===== src/rtl/vec_insn_queue_if.sv =====
// Handshake bundle between the scalar core's vector-dispatch port, the
// instruction queue and the vector decoder.
interface vec_insn_queue_if #(
  parameter int INSN_WIDTH = 32
);
  logic [INSN_WIDTH-1:0] insn_in;
  logic                  insn_in_valid;
  logic                  insn_in_ready;
  logic [INSN_WIDTH-1:0] insn_out;
  logic                  insn_out_valid;
  logic                  decode_ready;

  // Master is the environment (core push side plus decoder pop side).
  modport master (
    output insn_in, insn_in_valid, decode_ready,
    input  insn_in_ready, insn_out, insn_out_valid
  );

  // Slave is the queue itself.
  modport slave (
    input  insn_in, insn_in_valid, decode_ready,
    output insn_in_ready, insn_out, insn_out_valid
  );
endinterface


===== src/rtl/vec_insn_queue.sv =====
// Elastic FIFO of vector instructions between core dispatch and the vector
// decoder; non-vector opcodes are accepted and silently discarded.
module vec_insn_queue #(
  parameter  int INSN_WIDTH = 32,
  parameter  int DEPTH      = 4,
  localparam int CNT_W      = $clog2(DEPTH + 1)
) (
  input  logic              clk,
  input  logic              rst,
  input  logic              flush,
  vec_insn_queue_if.slave   bus,
  output logic [CNT_W-1:0]  count,
  output logic              drop_pulse
);

  localparam int PTR_W = (DEPTH > 1) ? $clog2(DEPTH) : 1;

  localparam logic [6:0] OPC_OP_V  = 7'b1010111;
  localparam logic [6:0] OPC_LOAD  = 7'b0000111;
  localparam logic [6:0] OPC_STORE = 7'b0100111;

  function automatic logic is_vec_opcode(input logic [6:0] opc);
    return (opc == OPC_OP_V) || (opc == OPC_LOAD) || (opc == OPC_STORE);
  endfunction

  // Explicit wrap so non-power-of-two depths index only valid entries.
  function automatic logic [PTR_W-1:0] ptr_inc(input logic [PTR_W-1:0] p);
    return (p == PTR_W'(DEPTH - 1)) ? '0 : p + 1'b1;
  endfunction

  logic [INSN_WIDTH-1:0] mem [DEPTH];
  logic [PTR_W-1:0]      wr_ptr;
  logic [PTR_W-1:0]      rd_ptr;

  logic push_hs;
  logic store;
  logic drop;
  logic pop_hs;
  logic full;
  logic empty;

  assign full  = (count == CNT_W'(DEPTH));
  assign empty = (count == '0);

  // Ready deliberately ignores decode_ready: a full queue stalls even on a
  // same-cycle pop, keeping the ready path free of downstream timing.
  assign bus.insn_in_ready  = ~full & ~flush;
  assign bus.insn_out_valid = ~empty;
  assign bus.insn_out       = mem[rd_ptr];

  always_comb begin
    // NOTE: every signal written here gets a default first so no latch is inferred.
    push_hs = 1'b0;
    store   = 1'b0;
    drop    = 1'b0;
    pop_hs  = 1'b0;
    push_hs = bus.insn_in_valid & bus.insn_in_ready;
    if (push_hs) begin
      if (is_vec_opcode(bus.insn_in[6:0])) store = 1'b1;
      else                                 drop  = 1'b1;
    end
    pop_hs = ~empty & bus.decode_ready & ~flush;
  end

  // NOTE: the storage array is reset because insn_out must read 0 out of
  // reset; flush only rewinds pointers and leaves the contents alone.
  always_ff @(posedge clk or negedge rst) begin
    if (!rst) begin
      for (int i = 0; i < DEPTH; i++) mem[i] <= '0;
    end else if (store) begin
      mem[wr_ptr] <= bus.insn_in;
    end
  end

  // NOTE: sequential state uses non-blocking assignments only, so every
  // register samples the pre-edge value of its neighbours.
  always_ff @(posedge clk or negedge rst) begin
    if (!rst) begin
      wr_ptr     <= '0;
      rd_ptr     <= '0;
      count      <= '0;
      drop_pulse <= 1'b0;
    end else if (flush) begin
      wr_ptr     <= '0;
      rd_ptr     <= '0;
      count      <= '0;
      drop_pulse <= 1'b0;
    end else begin
      drop_pulse <= drop;
      if (store)  wr_ptr <= ptr_inc(wr_ptr);
      if (pop_hs) rd_ptr <= ptr_inc(rd_ptr);
      case ({store, pop_hs})
        2'b10:   count <= count + 1'b1;
        2'b01:   count <= count - 1'b1;
        default: count <= count;
      endcase
    end
  end

endmodule

===== src/flat_wrapper.sv =====
// flat-port wrapper written by rule: the top's interface ports become plain ports
module vec_insn_queue_flat 
#(
  parameter  int INSN_WIDTH = 32,
  parameter  int DEPTH      = 4,
  localparam int CNT_W      = $clog2(DEPTH + 1)
)
  (clk, rst, flush, count, drop_pulse, bus_insn_in, bus_insn_in_valid, bus_decode_ready, bus_insn_in_ready, bus_insn_out, bus_insn_out_valid);
  vec_insn_queue_if #(.INSN_WIDTH(INSN_WIDTH)) bus_i ();
  input  logic clk;
  input  logic rst;
  input  logic flush;
  output logic [CNT_W-1:0] count;
  output logic drop_pulse;
  input wire logic [$bits(bus_i.insn_in)-1:0] bus_insn_in;
  input wire logic [$bits(bus_i.insn_in_valid)-1:0] bus_insn_in_valid;
  input wire logic [$bits(bus_i.decode_ready)-1:0] bus_decode_ready;
  output wire logic [$bits(bus_i.insn_in_ready)-1:0] bus_insn_in_ready;
  output wire logic [$bits(bus_i.insn_out)-1:0] bus_insn_out;
  output wire logic [$bits(bus_i.insn_out_valid)-1:0] bus_insn_out_valid;
  assign bus_i.insn_in = bus_insn_in;
  assign bus_i.insn_in_valid = bus_insn_in_valid;
  assign bus_i.decode_ready = bus_decode_ready;
  assign bus_insn_in_ready = bus_i.insn_in_ready;
  assign bus_insn_out = bus_i.insn_out;
  assign bus_insn_out_valid = bus_i.insn_out_valid;
  vec_insn_queue #(.INSN_WIDTH(INSN_WIDTH), .DEPTH(DEPTH)) u_core (.clk(clk), .rst(rst), .flush(flush), .bus(bus_i), .count(count), .drop_pulse(drop_pulse));
endmodule

===== config.mk =====
export PLATFORM = sky130hd
export DESIGN_NAME = vec_insn_queue_flat
export DESIGN_NICKNAME = d
export VERILOG_FILES = /design/src/rtl/vec_insn_queue_if.sv /design/src/rtl/vec_insn_queue.sv /design/src/flat_wrapper.sv
export SDC_FILE = /design/constraint.sdc
export NUM_CORES = 1
export LEC_CHECK = 0
export CAP_MARGIN = 0
export CORE_MARGIN = 10
export CORE_UTILIZATION = 40
export CTS_BUF_LIST = sky130_fd_sc_hd__clkbuf_16
export DETAILED_ROUTE_END_ITERATION = 7
export SLEW_MARGIN = 20
export SYNTH_ARGS = -nofsm -noshare
export SYNTH_HDL_FRONTEND = slang
export SYNTH_SLANG_ARGS = --single-unit

===== constraint.sdc =====
create_clock -name clk -period 3.7 [get_ports clk]
set_input_delay 0.74 -clock clk [delete_from_list [all_inputs] [get_ports clk]]
set_output_delay 0.74 -clock clk [all_outputs]
set_load 0.1 [all_outputs]

* Word level (Yosys, flattened, before mapping)
Index checks and enable logic that the tools add are counted.
** Storage, ports and cells
- Output and inout port bits :: 38
- Register bits after elaboration :: 136
- Input port bits :: 37
** Cells by class
- Add/sub/neg operators :: 4
- Multiplexer cells :: 19
- Equal/unequal tests :: 8
- Bitwise operators :: 9
- Reduce and logical (&&, ||, !) cells :: 7
- Magnitude comparators :: 3
** Operators by type and width (count)
- 128-bit bitwise mux :: 1
- 32-bit two-way mux :: 3
- 32-bit binary-select mux with 2-bit select :: 1
- 32-bit demux with 2-bit select :: 1
- 2-bit two-way mux :: 6
- 7-bit by 3-bit == test with 1-bit output (second input constant) :: 1
- 7-bit by 6-bit == test with 1-bit output (second input constant) :: 1
- 7-bit == test (second input constant) :: 1
- 2-bit == test (second input constant) :: 3
- 3-bit >= comparator (second input constant) :: 2
- 2-bit NOT with 3-bit output :: 2
- 3-bit one-hot mux with 2 select lines :: 1
- 1-bit two-way mux :: 5
- 2-bit by 1-bit adder with 2-bit output (second input constant) :: 2
- 1-bit AND :: 4
- 2-bit nonzero test :: 2
- 3-bit by 1-bit adder with 3-bit output (second input constant) :: 1
- 3-bit == test (second input constant) :: 1
- 3-bit logical NOT :: 1
- 3-bit by 1-bit < comparator with 1-bit output (second input constant) :: 1
- 3-bit two-way mux :: 1
- 1-bit NOT :: 3
- 3-bit nonzero test :: 1
- 3-bit by 1-bit subtractor with 3-bit output (second input constant) :: 1
- 3 further kinds :: 4

* Longest topological paths before layout
Gate-level depths: netlist of run 1.
- Depth in word-level cells :: 8
- Depth in mapped cells :: 9

* Worst setup path before layout of run 1
OpenSTA, ideal clock, no wires.
- Kind :: register to output
- From :: register u_core.count[0]
- To :: output bus_insn_in_ready
- Setup slack :: 396 ps
- Stages on the path, launching flop included :: 3
- Data required time :: 2960 ps
- Arrival :: 2564 ps
- Cells stage by stage :: dfrtp_1 > nor3b_1 > nor2_1
** Between the ends
- Cells in the longest elaborated chain, start to end :: 3
** Ends and longest elaborated chain
- from (decl) :: line vec_insn_queue.sv:12 : output logic [CNT_W-1:0] count,
- from (signal assigned) :: line vec_insn_queue.sv:93 : 2'b10: count <= count + 1'b1;
- from (signal assigned) :: line vec_insn_queue.sv:94 : 2'b01: count <= count - 1'b1;
- from (signal assigned) :: line vec_insn_queue.sv:95 : default: count <= count;
- 3-bit == test :: line vec_insn_queue.sv:42 : assign full = (count == CNT_W'(DEPTH));
- 1-bit NOT :: line vec_insn_queue.sv:47 : assign bus.insn_in_ready = ~full & ~flush;
- 1-bit AND :: line vec_insn_queue.sv:47
- to (decl) :: line flat_wrapper.sv:18 : output wire logic [$bits(bus_i.insn_in_ready)-1:0] bus_insn_in_ready;
No other way between the ends.

* Worst setup path after layout of run 1
- From :: register u_core.rd_ptr[0]
- To :: output bus_insn_out[20]
** Between the ends
- Cells in the longest elaborated chain, start to end :: 4
** Ends and longest elaborated chain
- from (decl) :: line vec_insn_queue.sv:33 : logic [PTR_W-1:0] rd_ptr;
- from (signal assigned) :: line vec_insn_queue.sv:91 : if (pop_hs) rd_ptr <= ptr_inc(rd_ptr);
- 2-bit NOT with 3-bit output (implied by the code) :: line vec_insn_queue.sv:49 : assign bus.insn_out = mem[rd_ptr];
- 32-bit binary-select mux with 2-bit select :: line vec_insn_queue.sv:49
- 32-bit two-way mux (implied by the code) (2 in a row) :: line vec_insn_queue.sv:49
- to (decl) :: line flat_wrapper.sv:19 : output wire logic [$bits(bus_i.insn_out)-1:0] bus_insn_out;
No other way between the ends. The select of a mux whose other input is x is not followed.

==> metrics.txt, run 1 <==
initial antenna violation count 0; CP bufs+invs 2; area of the multi-input gates 0.00247 mm^2; CORE AREA roughly 0.015 mm^2; max layer used met4; fmax 336 MHz; residual DRC count 0; wire length on met3 429 um; unrepaired setup endpoints after global routing no; WL per Instance 19.0 um; routed vias/inst about 5.3; clk slew on worst S/H paths about 0.05 ns; PortBufs 74; first-pass GRT wire length a little over 20000 um; Arr. time, crit path 2.23 ns; Post-synth EDFFs 0; MaxCap Viol Count 0; Final setup viols 0; Seq cells post-synth 136; share of cells above drive strength 1 0.476; CP required 2.96 ns; Slowest-stage cell, CP dfrtp_2; synthesized area 0.00598 mm^2; fillers 1245; Mapped Cells about 370; final hold slack roughly 0.40 ns; fin util 0.511; combinational share of power 0.170; crit-path max cell delay approximately 0.7 ns; starting density of the core 0.410; met2 wire length 6280 um; DR vias 3397; grt ovf 0; First DRT Iteration DRCs 121; startpoint class of the critical path register; RD Place Congestion 0.708; worst slew pin tran between 0.9 and 1 ns; max-slew violations 0; Relative slew margins 0.349; Netlist cell types 31; Top FF cell, synth dfrtp_1; CP max FO 21; worst clock skew 0.00883 ns; Crit Path Category reg -> out; diode count 0; CP cell instances buf_12 > mux4_2 > buf_4; post-cts sizing count 0; final WL 12300 um; Mean Syn Cell Area 16.2 um^2; cell family with most CP delay flip-flops; Max VDD drop 0.000317 V; P_int 2.68 mW; Num CTS Buffers 17; largest net degree at the start of global routing 88; post-CTS setup buffer count 0; period utilization 0.804; First-pass DRT Iterations 4; sequential share of power 0.415; vias in the first global route approximately 3800; clk_lat worst skew 0.41 ns; H-tree depth 4; Switch Pwr between 1 and 1.5 mW; switch share 0.286; TNS Setup 0 ns; hpwl dp 7810 um; Hold Path Class in -> async; global-route usage over all layers 0.130; cts hold-fix bufs 0; Synthesized Nets 412; crit end category output port; Post-synth ARST share 1.00; Die Width 142 um; Clk pwr share 0.414; Layout area overhead 24.7%; die height 142 um; DRT antenna net count 0; pwr dens between 500 and 600 mW/mm^2; post-route met1 wirelength 5440 um; synth warn 0; Sink Count 136; Max Buffers Root-to-Sink 2; Leakage around 3.6 nW; die area around 0.020 mm^2; CTS root buffer clkbuf_16; Row Count 44; register area share after synthesis 0.569; status completed; TritonCTS clock tree built; final total power 3.75 mW; Final Critical Period 2.97 ns; FF/Latch Area between 0.003 and 0.004 mm^2; Nets 493; io pins 75; Final Hold Viols 0
## state kept, by name, summed over array words and instances (netlist names)
signal / flops
u_core.mem: 128
u_core.wr_ptr: 2
u_core.drop_pulse: 1
u_core.rd_ptr: 2
u_core.count: 3
## layout make-up
class / count / share of cell area
Timing Repair Buffer: 84 / 0.107
Sequential cell: 136 / 0.457
Multi-Input combinational cell: 208 / 0.332
Clock inverter: 14 / 0.0156
Tap cell: 184 / 0.0309
Clock buffer: 17 / 0.0570
Inverter: 3 / 0.00151
## worst paths after layout
check,endpoint,slack [ns],from,depth (start not counted)
setup reg to reg,u_core.count[1]$_DFFE_PN0P_,1.23,u_core.count[0]$_DFFE_PN0P_,9
max in group asynchronous,u_core.mem[23]$_DFFE_PN0P_,2.43,rst,2
hold reg to reg,u_core.mem[1]$_DFFE_PN0P_,0.46,u_core.mem[1]$_DFFE_PN0P_,1
hold / removal,u_core.count[0]$_DFFE_PN0P_,0.40,rst,1
min in group clk,u_core.mem[1]$_DFFE_PN0P_,0.46,u_core.mem[1]$_DFFE_PN0P_,1
setup / recovery,bus_insn_out[20],0.73,u_core.rd_ptr[0]$_DFFE_PN0P_,3
## synthesized netlist by cell type (2+ instances only)
cell      count  share of area
clkbuf_1      6         0.0038
mux2i_1       4         0.0067
nand2_1       6         0.0038
ha_1          5          0.010
inv_1         3         0.0019
mux4_2       32           0.12
buf_2        14          0.012
dfrtp_1     136           0.57
and2_1        4         0.0042
nand4b_1      2         0.0029
a21oi_1       3         0.0025
nor3_1        3         0.0025
nand2b_1     14          0.015
mux2_2      112           0.21
nor2_1        7         0.0044
nor3b_1       3         0.0038
## per-layer routing
layer  GRT usage  up-vias
met1       0.160     1806
met4      0.0495        0
met2       0.209       49
met5           0        -
met3      0.0424       10
li1            -     1532
## cell families (layout without fill, tap and decap cells)
logic type / count (synthesis) / after routing / share of synthesized area
buffers and inverters: 25 / 118 / 0.0192
xor gates and xnor gates: 1 / 1 / 0.00376
adders and majority gates: 6 / 6 / 0.0138
muxes: 148 / 148 / 0.338
DFF: 136 / 136 / 0.569
AOI/OAI and AO/OA: 8 / 8 / 0.0128
and+or+nand+nor: 45 / 45 / 0.0435
## through the flow
step / std cells / worst slack, ns / instance area, um^2
2_1_floorplan: 369 / 0.396 / 5980
3_3_place_gp: 615 / 0.453 / 6920
3_5_place_dp: 615 / 0.356 / 6920
4_1_cts: 646 / 0.648 / 7460
5_1_grt: 646 / 0.590 / 7460
6_report: 646 / 0.726 / 7460
## placed cells by master (no fill, tap or decap)
cell type and count:
clkbuf_16 17, clkinv_2 3, and3b_1 1, o31a_1 1, clkdlybuf4s50_1 40, mux2i_1 4, and2_1 4, or3_1 1
nor3b_1 3, fa_1 1, a2111oi_4 1, o41ai_1 1, nand2b_1 14, clkinvlp_4 2, dfrtp_1 134, clkinv_1 6
buf_6 1, xnor3_1 1, mux4_2 32, o311ai_0 1, nor4b_1 1, buf_4 38, nor4_1 1, nor2_1 7
o31ai_1 1, buf_12 5, nand4b_1 2, nand2_2 4, bufinv_16 2, mux2_2 112, nand2_1 2, or2_2 1
a21oi_1 3, nor3_1 3, inv_1 4, dfrtp_2 2, nand3b_1 1, ha_1 5
## worst reg2reg max path, stage by stage, from the launching register on
cell       delay [ns]
dfrtp_1          0.45
nor3b_1          0.51
a2111oi_4        0.10
buf_4            0.19
nor3_1           0.21
fa_1             0.44
nand2b_1         0.09
nor2_1           0.04
mux2i_1          0.12
o311ai_0         0.14
## power groups by stage
stage	Clock, mW	Combinational, mW	Sequential, mW
finish	1.55	0.639	1.56
global route	1.67	0.669	1.57
CTS	1.61	0.650	1.56
detailed placement	0	0.649	1.58
global placement	0	0.644	1.58
floorplan	0	0.454	1.59
No activity file was read; power rests on OpenSTA's default activity.
==> run 2: changes to the inputs <==
==> constraint.sdc (replaced) <==
create_clock -name clk -period 3 [get_ports clk]
set_input_delay 0.6 -clock clk [delete_from_list [all_inputs] [get_ports clk]]
set_output_delay 0.6 -clock clk [all_outputs]
set_load 0.1 [all_outputs]
==> metrics.txt, run 2 (synthesis results as in run 1) <==
Max VDD drop 0.000391 V (was 0.000317 V); fmax 391 MHz; hpwl dp 7930 um (was 7810 um); First DRT Iteration DRCs 91 (was 121); RD Place Congestion 0.689 (was 0.708); routed vias/inst 5.22 (was 5.26); Hold Path Class in -> async (unchanged); final WL 12400 um (was 12300 um); Layout area overhead 33.4% (was 24.7%); die area 0.0202 mm^2 (unchanged); Final setup viols 0 (unchanged); io pins 75 (unchanged); cell family with most CP delay multiplexers (was flip-flops); fin util 0.547 (was 0.511); DP Worst Slack 0.0634 ns (was 0.356 ns); max-slew violations 0 (unchanged); startpoint class of the critical path register (unchanged); crit-path max cell delay 0.62 ns (was 0.70 ns); largest net degree at the start of global routing 85 (was 88); H-tree depth 4 (unchanged); TNS Setup 0 ns (unchanged); Die Width 142 um (unchanged); worst slew pin tran 0.729 ns (was 0.974 ns); CP cell instances buf_4 > mux4_2 > buf_12 (was buf_12 > mux4_2 > buf_4); global-route usage over all layers 0.129 (was 0.130); crit end category output port (unchanged); TritonCTS clock tree built (unchanged); status completed (unchanged); PortBufs 74 (unchanged); share of cells above drive strength 1 0.504 (was 0.476); die height 142 um (unchanged); Relative slew margins 0.510 (was 0.349); final hold slack 0.136 ns (was 0.399 ns); CP required 2.40 ns (was 2.96 ns); DRT antenna net count 0 (unchanged); initial antenna violation count 0 (unchanged); unrepaired setup endpoints after global routing no (unchanged); worst setup margin 0.440 ns (was 0.726 ns); MaxCap Viol Count 0 (unchanged); Arr. time, crit path 1.96 ns (was 2.23 ns); First-pass DRT Iterations 4 (unchanged); vias in the first global route 3715 (was 3772); Nets 498 (was 493); cts hold-fix bufs 0 (unchanged); biggest regs u_core.mem (128), u_core.count (3) (unchanged); Leakage 3.79 nW (was 3.62 nW); most frequent cells in the layout dfrtp_1, mux2_2, buf_12 (was dfrtp_1, mux2_2, clkdlybuf4s50_1); starting density of the core 0.410 (unchanged); DR vias 3406 (was 3397); grt ovf 0 (unchanged); Final Critical Period 2.56 ns; Max Buffers Root-to-Sink 2 (unchanged); clk slew on worst S/H paths 0.06 ns (was 0.05 ns); Row Count 44 (unchanged); CP bufs+invs 2 (unchanged); worst clock skew 0.00807 ns (was 0.00883 ns); most common cell after layout, fill and taps aside dfrtp_1 (unchanged); post-cts sizing count 0 (unchanged); Num CTS Buffers 17 (unchanged); clk_lat worst skew 0.41 ns (about the same); pwr dens 639 mW/mm^2 (was 503 mW/mm^2); period utilization 0.853; CORE AREA 0.0146 mm^2 (unchanged); Sink Count 136 (unchanged); diode count 0 (unchanged); residual DRC count 0 (unchanged); post-CTS setup buffer count 0 (unchanged); most flop-heavy register u_core.mem (unchanged); WL per Instance 19.0 um (about the same); Final Hold Viols 0 (unchanged); Slowest-stage cell, CP mux4_2 (was dfrtp_2); max reg flops 128 (unchanged); Crit Path Category reg -> out (unchanged); CP max FO 19 (was 21); CTS root buffer clkbuf_16 (unchanged); first-pass GRT wire length 20400 um (about the same)
-- run 2: changes by cell type in the layout (fill, tap and decap cells not counted), sizes merged --
cell	delta
buf	+10
clkinv	-2
bufinv	+3
clkdlybuf4s50	-5
-- run 2: stage by stage --
stage / area [um^2] / cells / power [mW]
after floorplan: 5980 / 369 / 2.52
after global placement: 7350 / 620 / 2.91
after detailed placement: 7350 / 620 / 2.92
after CTS: 7980 / 652 / 5.17
after global routing: 7980 / 652 / 5.27
final: 7980 / 652 / 5.10
-- run 2: layer usage --
metal,track usage,share of wire
met1,0.156,0.43
met2,0.210,0.51
met3,0.0404,0.041
met4,0.0517,0.014
met5,0,0
-- run 2: final timing paths --
| check | to | depth (start not counted) | from | slack, ns |
|---|---|---|---|---|
| max reg2reg | u_core.count[1]$_DFFE_PN0P_ | 8 | u_core.count[0]$_DFFE_PN0P_ | 0.54 |
| min in group clk | u_core.mem[66]$_DFFE_PN0P_ | 1 | u_core.mem[66]$_DFFE_PN0P_ | 0.46 |
| max in group asynchronous | u_core.mem[116]$_DFFE_PN0P_ | 2 | rst | 2.05 |
| max | bus_insn_out[3] | 3 | u_core.rd_ptr[0]$_DFFE_PN0P_ | 0.44 |
| min | u_core.mem[94]$_DFFE_PN0P_ | 1 | rst | 0.14 |
| min reg2reg | u_core.mem[66]$_DFFE_PN0P_ | 1 | u_core.mem[66]$_DFFE_PN0P_ | 0.46 |
-- run 2: layout make-up --
type | count | area [um^2]
clock buffers | 17 | 425
clock inverters | 15 | 209
fillers | 1179 | 6610
inverters | 3 | 11.3
multi-input cells | 208 | 2480
flip-flops and latches | 136 | 3410
well taps | 184 | 230
repair buffers | 89 | 1220
-- run 2: worst register-to-register path, cell delays in order, from the launching register on --
cell and delay (ns):
dfrtp_1 0.46, nor3b_1 0.59, a2111oi_4 0.12, nor3_1 0.26
fa_1 0.46, nand2b_1 0.09, nor2_1 0.04, mux2i_1 0.12
o311ai_0 0.15
-- run 2: power breakdown --
part	internal [mW]	switching (mW)
Clock	1.46	0.768
Sequential	1.89	0.0272
Combinational	0.360	0.594
